--- src/rtl/bpi_cmd_sequencer.sv ---
// Expands one high-level flash request into the P30-style BPI command-cycle
// sequence, polls status for program/erase and reports the outcome.
module bpi_cmd_sequencer #(
  parameter logic [1:0]  OP_WRITE = 2'd1,
  parameter logic [1:0]  OP_READ  = 2'd2,
  parameter int          POLL_GAP = 16,
  parameter logic [23:0] POLL_MAX = 24'd4000000
) (
  input  logic        CLK,
  input  logic        RST_B,
  input  logic        CMD_VALID,
  input  logic [2:0]  CMD_CODE,
  input  logic [22:0] CMD_ADDR,
  input  logic [15:0] CMD_DATA,
  output logic        CMD_READY,
  output logic        RSP_VALID,
  output logic [15:0] RSP_DATA,
  output logic [7:0]  RSP_STATUS,
  output logic        RSP_ERR,
  output logic        RSP_TMO,
  output logic [22:0] BPI_ADDR,
  output logic [15:0] BPI_DATA,
  output logic [1:0]  BPI_OP,
  output logic        BPI_EXECUTE,
  input  logic [15:0] BPI_DATA_IN,
  input  logic        BPI_LOAD_DATA,
  input  logic        BPI_BUSY
);

  localparam logic [2:0] C_READ   = 3'd0;
  localparam logic [2:0] C_PROG   = 3'd1;
  localparam logic [2:0] C_ERASE  = 3'd2;
  localparam logic [2:0] C_UNLOCK = 3'd3;
  localparam logic [2:0] C_LOCK   = 3'd4;
  localparam logic [2:0] C_STATUS = 3'd5;
  localparam logic [2:0] STEP_POLL = 3'd4;
  localparam logic [2:0] STEP_EXIT = 3'd5;
  localparam logic [7:0] GAP_LAST  = 8'(POLL_GAP - 1);

  typedef enum logic [2:0] {IDLE, ISSUE, SETTLE, WAIT, GAP, RESP} state_t;

  state_t      state, state_nx;
  logic [2:0]  step_q, step_nx;
  logic        got_q, got_nx;
  logic [7:0]  gap_q, gap_nx;
  logic [23:0] poll_q, poll_nx, poll_inc;
  logic [15:0] rsp_data_q, data_nx;
  logic [7:0]  rsp_status_q, status_nx;
  logic        rsp_err_q, err_nx;
  logic        rsp_tmo_q, tmo_nx;
  logic [2:0]  code_q;
  logic [22:0] addr_q;
  logic [15:0] data_q;
  logic [15:0] cap_q;
  logic [15:0] rd_word;
  logic        accept, cap_en, done, step_rd, active;

  function automatic logic step_is_read(input logic [2:0] code, input logic [2:0] step);
    return ((code == C_READ) && (step == 3'd1)) ||
           (((code == C_PROG) || (code == C_ERASE)) && (step == STEP_POLL)) ||
           ((code == C_STATUS) && (step == 3'd1));
  endfunction

  function automatic logic is_poll(input logic [2:0] code, input logic [2:0] step);
    return ((code == C_PROG) || (code == C_ERASE)) && (step == STEP_POLL);
  endfunction

  function automatic logic [2:0] last_step(input logic [2:0] code);
    case (code)
      C_PROG, C_ERASE: return STEP_EXIT;
      C_STATUS:        return 3'd2;
      default:         return 3'd1;
    endcase
  endfunction

  // Command bytes ride on the low byte; only the PROGRAM data word is full width.
  function automatic logic [15:0] step_word(input logic [2:0] code, input logic [2:0] step,
                                            input logic [15:0] wdata);
    logic [7:0] b;
    b = 8'h00;
    case (code)
      C_READ: if (step == 3'd0) b = 8'hFF;
      C_PROG, C_ERASE:
        case (step)
          3'd0:    b = 8'h50;
          3'd1:    b = (code == C_PROG) ? 8'h40 : 8'h20;
          3'd2:    b = 8'hD0;
          3'd3:    b = 8'h70;
          3'd5:    b = 8'hFF;
          default: b = 8'h00;
        endcase
      C_UNLOCK: b = (step == 3'd0) ? 8'h60 : 8'hD0;
      C_LOCK:   b = (step == 3'd0) ? 8'h60 : 8'h01;
      C_STATUS: b = (step == 3'd0) ? 8'h70 : 8'hFF;
      default:  b = 8'h00;
    endcase
    if ((code == C_PROG) && (step == 3'd2)) return wdata;
    return {8'h00, b};
  endfunction

  assign step_rd     = step_is_read(code_q, step_q);
  assign active      = (state == ISSUE) || (state == SETTLE) || (state == WAIT) || (state == GAP);
  assign BPI_ADDR    = active ? addr_q : '0;
  assign BPI_OP      = active ? (step_rd ? OP_READ : OP_WRITE) : 2'd0;
  assign BPI_DATA    = (active && !step_rd) ? step_word(code_q, step_q, data_q) : '0;
  assign BPI_EXECUTE = (state == ISSUE) && !BPI_BUSY;
  assign CMD_READY   = (state == IDLE);
  assign RSP_VALID   = (state == RESP);
  assign RSP_DATA    = rsp_data_q;
  assign RSP_STATUS  = rsp_status_q;
  assign RSP_ERR     = rsp_err_q;
  assign RSP_TMO     = rsp_tmo_q;

  always_comb begin
    state_nx  = state;
    step_nx   = step_q;
    got_nx    = got_q;
    gap_nx    = gap_q;
    poll_nx   = poll_q;
    data_nx   = rsp_data_q;
    status_nx = rsp_status_q;
    err_nx    = rsp_err_q;
    tmo_nx    = rsp_tmo_q;
    accept    = 1'b0;
    cap_en    = 1'b0;
    done      = 1'b0;
    poll_inc  = (poll_q == '1) ? poll_q : poll_q + 24'd1;
    rd_word   = got_q ? cap_q : BPI_DATA_IN;
    case (state)
      IDLE:
        if (CMD_VALID) begin
          accept    = 1'b1;
          step_nx   = 3'd0;
          got_nx    = 1'b0;
          gap_nx    = 8'd0;
          poll_nx   = 24'd0;
          data_nx   = 16'd0;
          status_nx = 8'd0;
          tmo_nx    = 1'b0;
          if (CMD_CODE > C_STATUS) begin
            err_nx   = 1'b1;
            state_nx = RESP;
          end else begin
            err_nx   = 1'b0;
            state_nx = ISSUE;
          end
        end
      ISSUE:
        if (!BPI_BUSY) begin
          got_nx   = 1'b0;
          state_nx = SETTLE;
        end
      SETTLE: state_nx = WAIT;
      WAIT: begin
        // A read completes only after its data strobe and the bus going idle.
        if (step_rd) begin
          if (BPI_LOAD_DATA && !got_q) begin
            got_nx = 1'b1;
            cap_en = 1'b1;
          end
          done = (got_q || BPI_LOAD_DATA) && !BPI_BUSY;
        end else begin
          done = !BPI_BUSY;
        end
        if (done) begin
          if (is_poll(code_q, step_q)) begin
            status_nx = rd_word[7:0];
            poll_nx   = poll_inc;
            if (rd_word[7]) begin
              err_nx   = |(rd_word[7:0] & 8'h3A);
              step_nx  = STEP_EXIT;
              state_nx = ISSUE;
            end else if (poll_inc >= POLL_MAX) begin
              tmo_nx   = 1'b1;
              err_nx   = 1'b1;
              step_nx  = STEP_EXIT;
              state_nx = ISSUE;
            end else begin
              gap_nx   = 8'd0;
              state_nx = GAP;
            end
          end else begin
            if (step_rd) begin
              if (code_q == C_STATUS) status_nx = rd_word[7:0];
              else                    data_nx   = rd_word;
            end
            if (step_q == last_step(code_q)) begin
              state_nx = RESP;
            end else begin
              step_nx  = step_q + 3'd1;
              state_nx = ISSUE;
            end
          end
        end
      end
      GAP:
        if (gap_q == GAP_LAST) begin
          gap_nx   = 8'd0;
          state_nx = ISSUE;
        end else begin
          gap_nx = gap_q + 8'd1;
        end
      RESP:    state_nx = IDLE;
      default: state_nx = IDLE;
    endcase
  end

  always_ff @(posedge CLK or negedge RST_B) begin
    if (!RST_B) begin
      state        <= IDLE;
      step_q       <= 3'd0;
      got_q        <= 1'b0;
      gap_q        <= 8'd0;
      poll_q       <= 24'd0;
      rsp_data_q   <= 16'd0;
      rsp_status_q <= 8'd0;
      rsp_err_q    <= 1'b0;
      rsp_tmo_q    <= 1'b0;
    end else begin
      state        <= state_nx;
      step_q       <= step_nx;
      got_q        <= got_nx;
      gap_q        <= gap_nx;
      poll_q       <= poll_nx;
      rsp_data_q   <= data_nx;
      rsp_status_q <= status_nx;
      rsp_err_q    <= err_nx;
      rsp_tmo_q    <= tmo_nx;
    end
  end

  // Request fields and captured read word are plain data registers.
  always_ff @(posedge CLK) begin
    if (accept) begin
      code_q <= CMD_CODE;
      addr_q <= CMD_ADDR;
      data_q <= CMD_DATA;
    end
    if (cap_en) cap_q <= BPI_DATA_IN;
  end

endmodule
--- config.mk ---
export PLATFORM = sky130hd
export DESIGN_NAME = bpi_cmd_sequencer
export DESIGN_NICKNAME = d
export VERILOG_FILES = /design/src/rtl/bpi_cmd_sequencer.sv
export SDC_FILE = /design/constraint.sdc
export NUM_CORES = 1
export LEC_CHECK = 0
export BUFFER_PORTS_ARGS = -buffer_cell sky130_fd_sc_hd__buf_2
export CELL_PAD_IN_SITES_DETAIL_PLACEMENT = 0
export CELL_PAD_IN_SITES_GLOBAL_PLACEMENT = 1
export CORE_UTILIZATION = 39
export CTS_CLUSTER_DIAMETER = 200
export CTS_CLUSTER_SIZE = 10
export DETAILED_ROUTE_END_ITERATION = 10
export HOLD_SLACK_MARGIN = 0.02
export PLACE_DENSITY_LB_ADDON = 0.1
export SLEW_MARGIN = 20
export SYNTH_ARGS = -nofsm -noshare
export SYNTH_HDL_FRONTEND = slang
export SYNTH_SLANG_ARGS = --single-unit
export TNS_END_PERCENT = 5
--- constraint.sdc ---
create_clock -name CLK -period 3.65 [get_ports CLK]
set_input_delay 0.5475 -clock CLK [delete_from_list [all_inputs] [get_ports CLK]]
set_output_delay 0.5475 -clock CLK [all_outputs]
set_load 0.03 [all_outputs]
==> flow_metrics.tcl, run 1 <==
set metrics [dict create \
    rows 46 \
    final_net_count 821 \
    clockBufferDepth 2 \
    synth_edf_count 58 \
    post-route-period-util_pct 90.4 \
    grt_pass1_wl_mm 25.6 \
    crit_path_start_kind "flip-flop" \
    synth_seq_area_share_pct 51.8 \
    synth_area_mm2 0.00650 \
    clock_skew_ns 0.00898 \
    first_global_vias 4991 \
    synth_cell_types 76 \
    diodes 0 \
    drv_slew 0 \
    area_growth_pct 24.5 \
    crit_type "reg2out" \
    initial_utilization_pct 40.5 \
    drv_cap 0 \
    busiest_layer "met2" \
    power.density_mw_per_mm2 807 \
    cts_sinks 123 \
    dr_total_vias 5228 \
    ys_warn_count 0 \
    syn-num-nets 686 \
    ys_async_sr_fraction_pct 52.8 \
    grt_usage_pct 19.7 \
    final.setup.tns_ns 0 \
    drt_iter0_drc 326 \
    use_met2_pct 30.8 \
    overflow 0 \
    path_clk_slew_ns 0.06 \
    synth_xor_area_share_pct 2.02 \
    finalSetupViolations 0 \
    min_period_ns 3.30 \
    critPathCaptureType "output port" \
    synth_top_family_by_area "simple AND/OR/NAND/NOR gates" \
    detail_route.vias_per_cell 5.33 \
    status "complete, no violations" \
    postSynthCellCount 617 \
    rsz0062_at_grt "false" \
    setup_slack_ns 0.352 \
    cts-hold-fix-buffers 0 \
    post-route-cell-area_mm2 0.00809 \
    synth_top_flop_cell "dfrtp_1" \
    grt_antenna_before_repair 0 \
    io-pin-count 133 \
    die_area_mm2 0.0172 \
    htree_levels 4 \
    cp_slowest_cell "dfrtp_1" \
    synth-simple-area-share_pct 20.9 \
    path_cells "inv_1 -> ha_1 -> or3b_1 -> a21o_1 -> a21oi_1 -> nor2_1 -> nand2_1 -> inv_2 -> o21ai_1 -> nor2_1 -> buf_2" \
    ant_nets 0 \
    hold_slack_ns 0.129 \
    fmax_ghz 0.303 \
    drive_gt1_share_pct 28.4 \
    first_pass_iters 5 \
    postCtsSetupBuffers 0 \
    grt_max_degree 53 \
    root_buffer "clkbuf_16" \
    post_drt_wl_per_cell_um 16.5 \
    crit_fanout 11 \
    routed_wl_mm 16.2 \
    cp.required_ns 3.10 \
    fp.dieW_um 131 \
    synthMuxAreaShare_pct 7.01 \
    die_h_um 131 \
    ctsResizeCount 0 \
    slew_headroom_pct 43.1 \
    crit_top_cell "nor2_1" \
    postPlaceCellArea_mm2 0.00744 \
    use_met1_pct 26.1 \
    worstHoldPathType "in2async" \
    grt_use_met3_pct 5.11 \
    synth_compound_area_share_pct 13.7 \
    vdd_drop_max_uv 447 \
    place_hpwl_mm 11.5 \
    insertion_delay_ns 0.42 \
    cpPeakStageDelay_ns 0.42 \
    synthAdderAreaFrac_pct 1.16 \
    tightest_slew_ns 0.853 \
    power_leakage_nw 3.44 \
    numPortBuffers 132 \
    post-place-ws_ns 0.558 \
    ys_ff_latch 123 \
    finalHoldViolations 0 \
    finalWeightedCongestion 0.851 \
    cts_tree "yes" \
    worstPathArrival_ns 2.75 \
    power_mw 6.53 \
    route.detailed.drc 0 \
    core_mm2 0.0161 \
    post_synth.cell_area_avg_um2 10.5 \
    cts_buffers 17 \
]
[worst max-delay path, delay by kind of cell (launching register included)]
family / cells / cell delay, ns
and+or+nand+nor: 4 / 0.73
AOI/OAI and AO/OA: 3 / 0.52
adders and majority gates: 1 / 0.22
DFF: 1 / 0.42
buffers and inverters: 3 / 0.44
[area by class of cell]
| class | instances | area, µm² |
|---|---|---|
| fill | 1510 | 7970 |
| clock buffer | 20 | 458 |
| clock inverter | 12 | 185 |
| inverter | 23 | 87.6 |
| timing repair buffer | 148 | 783 |
| sequential | 123 | 3370 |
| multi-input combinational | 439 | 2940 |
| tap | 216 | 270 |
[cell families after synthesis]
kind of cell	Yosys count
xor+xnor	15
mux	43
fa+ha+maj	6
flops	123
buf+inv	55
simple gates	247
compound gates	128
[synth_stat cells (3+ instances only)]
| master | number | area, µm² |
|---|---|---|
| nor4_1 | 7 | 43.8 |
| nor2b_1 | 4 | 25.0 |
| xnor2_1 | 7 | 61.3 |
| nand2_1 | 52 | 195 |
| nand4_1 | 10 | 62.6 |
| nor3_1 | 17 | 85.1 |
| dfrtp_1 | 65 | 1630 |
| o21ai_1 | 4 | 20.0 |
| nand3_1 | 29 | 145 |
| buf_2 | 5 | 25.0 |
| o21a_1 | 3 | 22.5 |
| or3_1 | 3 | 18.8 |
| xor2_1 | 8 | 70.1 |
| mux2i_1 | 23 | 230 |
| ha_1 | 6 | 75.1 |
| and4_1 | 3 | 26.3 |
| o21ai_0 | 22 | 110 |
| a211oi_1 | 4 | 30.0 |
| nor4b_1 | 4 | 35.0 |
| nor2_1 | 47 | 176 |
| buf_1 | 4 | 15.0 |
| o22ai_1 | 4 | 25.0 |
| and2_1 | 27 | 169 |
| and3_1 | 15 | 93.8 |
| or4_1 | 6 | 45.0 |
| edfxtp_1 | 58 | 1740 |
| a21oi_1 | 43 | 215 |
| mux2_2 | 15 | 169 |
| mux2_1 | 5 | 56.3 |
| clkbuf_1 | 20 | 75.1 |
| inv_1 | 23 | 86.3 |
| a31oi_1 | 3 | 18.8 |
| nand2b_1 | 7 | 43.8 |
| o31ai_1 | 10 | 75.1 |
[path summary, 6_finish.rpt]
path                               from  slack (ns)          end  cells after the start
setup / recovery              step_q[1]        0.35  BPI_DATA[3]                     11
hold / removal                    RST_B        0.13   poll_q[18]                      1
setup reg to reg              poll_q[0]        0.54      RSP_ERR                      9
hold reg to reg             RSP_DATA[8]        0.48  RSP_DATA[8]                      2
max in group asynchronous         RST_B        2.80     gap_q[2]                      2
min in group CLK           CMD_ADDR[10]        0.30   addr_q[10]                      1
[cells in the final DEF (no fill, tap or decap), types with 5 or more instances in the layout]
cell	count
buf_2	131
o21ai_1	5
nand2_1	52
o31ai_1	10
nor2_1	47
xor2_1	8
nand4_1	10
or4_1	6
xnor2_1	7
a21oi_1	43
nor4_1	6
nor3_1	17
mux2_1	5
nand2b_1	7
and3_1	15
mux2_2	15
edfxtp_1	58
clkbuf_16	18
dfrtp_1	65
nand3_1	29
o21ai_0	21
and2_1	27
inv_1	21
buf_4	17
mux2i_1	23
ha_1	6
[metal layers]
metal | part of all wire [%] | vias up
li1 | - | 2546
met1 | 47 | 2487
met2 | 44 | 178
met3 | 7.5 | 17
met4 | 1.5 | 0
met5 | 0 | -
[registers in the layout (all words and copies together) (netlist names)]
signal      flops
state           3
RSP_TMO         1
RSP_ERR         1
code_q          3
RSP_DATA       16
got_q           1
RSP_STATUS      8
gap_q           8
data_q         16
poll_q         24
step_q          3
cap_q          16
addr_q         23
[report_power, final]
group	switching (mW)	internal (mW)
Sequential	0.204	1.72
Clock	0.648	1.19
Combinational	1.84	0.927
Total	2.69	3.84
[per-stage QoR]
step | cells | utilization [%]
2_1_floorplan | 617 | -
3_3_place_gp | 949 | 46.3
3_5_place_dp | 949 | 46.3
4_1_cts | 981 | 50.3
5_1_grt | 981 | 50.4
6_report | 981 | 50.4
Power figures use the tool's default switching activity.
==> inputs of run 2 (changes only) <==
--- a/config.mk
+++ b/config.mk
@@ -14,7 +14,7 @@
 export DETAILED_ROUTE_END_ITERATION = 10
 export HOLD_SLACK_MARGIN = 0.02
 export PLACE_DENSITY_LB_ADDON = 0.1
-export SLEW_MARGIN = 20
+export SLEW_MARGIN = 0
 export SYNTH_ARGS = -nofsm -noshare
 export SYNTH_HDL_FRONTEND = slang
 export SYNTH_SLANG_ARGS = --single-unit
==> constraint.sdc (replaced) <==
create_clock -name CLK -period 3 [get_ports CLK]
set_input_delay 0.45 -clock CLK [delete_from_list [all_inputs] [get_ports CLK]]
set_output_delay 0.45 -clock CLK [all_outputs]
set_load 0.03 [all_outputs]
==> flow_metrics.tcl, run 2 (synthesis gave the netlist of run 1 again) <==
set metrics [dict create \
    overflow 0 \
    crit_path_start_kind "flip-flop" \
    root_buffer "clkbuf_16" \
    dr_total_vias 5323 \
    path_clk_slew_ns 0.06 \
    drv_cap 0 \
    min_period_ns 2.88 \
    clockPowerShare_pct 26.2 \
    finalSetupViolations 0 \
    grt_pass1_wl_mm 26.1 \
    critPathCaptureType "flip-flop" \
    drt_iter0_drc 277 \
    final_util_pct 52.1 \
    crit_path_end "gap_q[3]" \
    fmax_ghz 0.347 \
    worstPathArrival_ns 3.22 \
    worstHoldPathType "in2reg" \
    place_hpwl_mm 11.7 \
    cpPeakStageDelay_ns 1.12 \
    switching_share_pct 41.8 \
    area_growth_pct 28.8 \
    route.detailed.drc 0 \
    tightest_slew_ns 1.34 \
    die_h_um 131 \
    cts_buffers 17 \
    r2r_start "state[1]" \
    post-place-ws_ns 0.0794 \
    comb_power_share_pct 45.4 \
    htree_levels 4 \
    largest_register_ffs 24 \
    hold_slack_ns 0.205 \
    power.switching_mw 3.35 \
    slew_headroom_pct 9.69 \
    power.density_mw_per_mm2 958 \
    reg2reg_to "gap_q[3]" \
    vdd_drop_max_uv 497 \
    fp.dieW_um 131 \
    routed_wl_mm 16.3 \
    detail_route.vias_per_cell 5.27 \
    die_area_mm2 0.0172 \
    cp_slowest_cell "nor4_1" \
    core_mm2 0.0161 \
    seq_power_share_pct 28.4 \
    drive_gt1_share_pct 33.1 \
    reg2regPathDepth 5 \
    first_global_vias 5179 \
    insertion_delay_ns 0.42 \
    ant_nets 0 \
    numPortBuffers 132 \
    final_net_count 850 \
    initial_utilization_pct 40.5 \
    finalHoldViolations 0 \
    diodes 0 \
    finalWeightedCongestion 0.857 \
    clock_skew_ns 0.0146 \
    clockBufferDepth 2 \
    intPower_mw 4.67 \
    rsz0062_at_grt "true" \
    crit_type "reg2reg" \
    path_cells "nor4_1 -> o2bb2ai_1 -> and3_1 -> a22o_4 -> a31oi_4" \
    regToRegSetupSlack_ns 0.12 \
    post-route-period-util_pct 96.1 \
    io-pin-count 133 \
    startpoint "state[1]" \
    setup_slack_ns 0.118 \
    regMostFlops "poll_q" \
    cts_sinks 123 \
    status "complete, no violations" \
    cts_tree "yes" \
    cp.required_ns 3.34 \
    grt_usage_pct 19.9 \
    final_common_cell "buf_2" \
    grt_max_degree 41 \
    first_pass_iters 4 \
    rows 46 \
    power_leakage_nw 3.57 \
    post_drt_wl_per_cell_um 16.2 \
    final_cell_mix "129 x buf_2, 62 x dfrtp_1, 58 x edfxtp_1" \
    final.setup.tns_ns 0 \
    grt_antenna_before_repair 0 \
    crit_fanout 8 \
    drv_slew 0 \
    reg_top3 "poll_q x24, addr_q x23" \
]
run 2: changes by cell type in the layout (fill, tap and decap cells not counted), sizes merged:
cell         delta
buf            +26
bufinv          -3
clkbuf          +1
clkinv          -1
clkinvlp        +1
dlygate4sd3     +1
inv             +3
nor4            +1
run 2: per-layer routing:
metal	vias up	track usage (%)	wire length, µm
met1	2535	26.1	7640
met2	163	31.6	7380
met4	0	7.84	248
met5	-	0	0
met3	23	5.07	1060
li1	2602	-	-
run 2: critical path: cells and delay by family (launching register included):
kind            cells  cell delay [ns]
simple gates        2             1.45
flops               1             0.38
compound gates      3             0.96
run 2: power by group through the flow:
stage	clock, mW	sequential [mW]	combinational [mW]
6_report	2.10	2.28	3.64
2_1_floorplan	0	2.45	2.30
3_3_place_gp	0	2.30	3.54
4_1_cts	2.15	2.27	3.62
5_1_grt	2.23	2.32	4.00
3_5_place_dp	0	2.30	3.58
run 2: how the worst min path moves through the flow:
stage	slack (ns)	start	cells after the start	to
finish	0.20	CMD_DATA[3]	1	data_q[3]
global route	0.18	CMD_DATA[3]	1	data_q[3]
CTS	0.19	CMD_DATA[1]	1	data_q[1]
detailed placement	0.27	RST_B	1	poll_q[11]
global placement	0.27	RST_B	1	poll_q[11]
floorplan	0.15	RST_B	0	RSP_DATA[0]
run 2: stage by stage:
step / area [µm²] / cells / power (mW)
floorplan: 6500 / 617 / 4.75
CTS: 8280 / 1006 / 8.04
global placement: 7640 / 972 / 5.83
finish: 8370 / 1010 / 8.02
detailed placement: 7640 / 972 / 5.88
global route: 8370 / 1010 / 8.55
run 2: area by class of cell:
class | count | area [µm²]
tap | 216 | 270
timing repair buffer | 176 | 1030
fill | 1452 | 7680
multi-input combinational | 440 | 3000
clock inverter | 12 | 123
clock buffer | 20 | 489
sequential | 123 | 3370
inverter | 23 | 88.8
run 2: what timing repair did:
| item | in CTS | in global routing |
|---|---|---|
| cloned | 0 | 1 |
| setup endpoints to repair | 14 | 40 |
| hold endpoints to repair | 3 | 0 |
| hold buffers | 1 | 0 |
| pin swaps | 0 | 4 |
| setup buffers | 1 | 3 |
| gates resized for setup | 6 | 21 |
==> inputs of run 3 (changes only) <==
==> constraint.sdc (replaced) <==
create_clock -name CLK -period 2.62 [get_ports CLK]
set_input_delay 0.393 -clock CLK [delete_from_list [all_inputs] [get_ports CLK]]
set_output_delay 0.393 -clock CLK [all_outputs]
set_load 0.03 [all_outputs]
==> flow_metrics.tcl, run 3 (synthesis gave the netlist of run 1 again) <==
set metrics [dict create \
    overflow 0 \
    initial_utilization_pct 40.5 \
    post-route-period-util_pct 105 \
    final_net_count 916 \
    critPathTopFamily "simple AND/OR/NAND/NOR gates" \
    crit_path_start_kind "flip-flop" \
    drv_slew 0 \
    startpoint "step_q[1]" \
    grt_antenna_before_repair 0 \
    drive_gt1_share_pct 40.6 \
    core_mm2 0.0161 \
    detail_route.vias_per_cell 5.28 \
    tightest_slew_ns 0.897 \
    drv_cap 0 \
    cpPeakStageDelay_ns 0.39 \
    power_leakage_nw 3.93 \
    io-pin-count 133 \
    reg_top3 "poll_q x24, addr_q x23" \
    clockBufferDepth 2 \
    rows 46 \
    regToRegSetupSlack_ns -0.13 \
    holdCritStartpoint "CMD_DATA[7]" \
    root_buffer "clkbuf_16" \
    numPortBuffers 132 \
    htree_levels 4 \
    largest_register_ffs 24 \
    clock_skew_ns 0.0268 \
    post_drt_wl_per_cell_um 16.2 \
    r2r_start "poll_q[1]" \
    first_global_vias 5457 \
    crit_fanout 11 \
    grt_max_degree 66 \
    cp_slowest_cell "dfrtp_1" \
    cts_buffers 17 \
    drt_iter0_drc 327 \
    final_cell_mix "116 x buf_4, 115 x buf_2, 65 x dfrtp_1" \
    final_common_cell "buf_4" \
    slew_headroom_pct 39.7 \
    reg2reg_to "gap_q[3]" \
    diodes 0 \
    post-route-cell-area_mm2 0.00907 \
    fp.dieW_um 131 \
    path_clk_slew_ns 0.06 \
    crit_type "reg2out" \
    nFillCells 1401 \
    area_growth_pct 39.6 \
    die_h_um 131 \
    route.detailed.drc 0 \
    worst-path-buf-inv 3 \
    vdd_drop_max_uv 568 \
    die_area_mm2 0.0172 \
    power.density_mw_per_mm2 1040 \
    fmax_ghz 0.364 \
    cp.required_ns 2.23 \
    min_period_ns 2.75 \
    grt_pass1_wl_mm 27.4 \
    hold_slack_ns 0.140 \
    reg2regPathDepth 12 \
    min_to "data_q[7]" \
    insertion_delay_ns 0.43 \
    place_hpwl_mm 12.5 \
    worstPathArrival_ns 2.36 \
    grt_usage_pct 20.9 \
    cts_tree "yes" \
    rsz0062_at_grt "true" \
    cts_sinks 123 \
    violations "setup timing" \
    regMostFlops "poll_q" \
    setup_slack_ns -0.129 \
    finalHoldViolations 0 \
    status "finished, violations left" \
    finalSetupViolations 29 \
    critPathCaptureType "output port" \
    routed_wl_mm 17.5 \
    cts-hold-fix-buffers 0 \
    finalWeightedCongestion 0.877 \
    min_path_cells 1 \
    postPlaceCellArea_mm2 0.00811 \
    dr_total_vias 5682 \
    ant_nets 0 \
    path_cells "inv_2 -> ha_2 -> or3b_1 -> a21o_1 -> a21oi_2 -> nor2_2 -> nand2_2 -> inv_4 -> and3_1 -> buf_4" \
    worstHoldPathType "in2reg" \
    first_pass_iters 5 \
]
run 3: cell types whose count changed in the layout (fill, tap and decap cells not counted), moves of 3 or more:
cell     change
buf_4       +73
buf_2       -14
buf_6        +6
buf_12       +4
a21oi_1      -3
and3_1       -3
and3_4       +3
dfrtp_1      +3
dfrtp_2      -3
inv_6        -3
run 3: repair_timing:
item | CTS | global route
setup endpoints to repair | 64 | 66
pin swaps | 4 | 10
gates resized for setup | 39 | 35
buffers inserted | 6 | 8
gates cloned | 0 | 0
endpoints found under the hold margin | 0 | 0
run 3: worst max path at each step:
stage	to	slack, ns	cells after the start
after floorplan	cap_q[0]	-0.26	7
after global placement	gap_q[3]	-0.05	10
after detailed placement	gap_q[3]	-0.24	10
after CTS	BPI_DATA[12]	-0.15	10
after global routing	gap_q[3]	-0.23	12
final	BPI_DATA[14]	-0.13	10
run 3: report_power, final:
group | switching [mW] | internal, mW
Sequential | 0.222 | 2.39
Combinational | 2.84 | 1.83
Clock | 0.912 | 1.29
run 3: layout make-up:
| type | count | area [µm²] | area share (%) |
|---|---|---|---|
| Inverter | 23 | 88.8 | 0.979 |
| Sequential cell | 123 | 3370 | 37.1 |
| Timing Repair Buffer | 243 | 1630 | 18.0 |
| Tap cell | 216 | 270 | 2.98 |
| Multi-Input combinational cell | 439 | 3150 | 34.7 |
| Clock buffer | 20 | 467 | 5.15 |
| Clock inverter | 12 | 90.1 | 0.993 |
run 3: per-layer routing:
layer / vias up / part of all wire (%) / GRT usage, %
met3: 22 / 6.8 / 4.34
met2: 189 / 46 / 33.8
met5: - / 0 / 0
met1: 2735 / 46 / 27.9
li1: 2736 / - / -
met4: 0 / 1.4 / 7.23
run 3: metrics by stage:
step	TNS, ns	power (mW)	setup slack (ns)	utilization (%)	instances
after detailed placement	-4.21	7.04	-0.243	50.5	1030
after global placement	-0.753	6.95	-0.0480	50.5	1030
final	-2.73	9.48	-0.129	56.5	1076
after global routing	-6.92	10.0	-0.235	56.5	1076
after floorplan	-4.93	5.44	-0.257	-	617
after CTS	-2.52	9.42	-0.146	55.1	1068
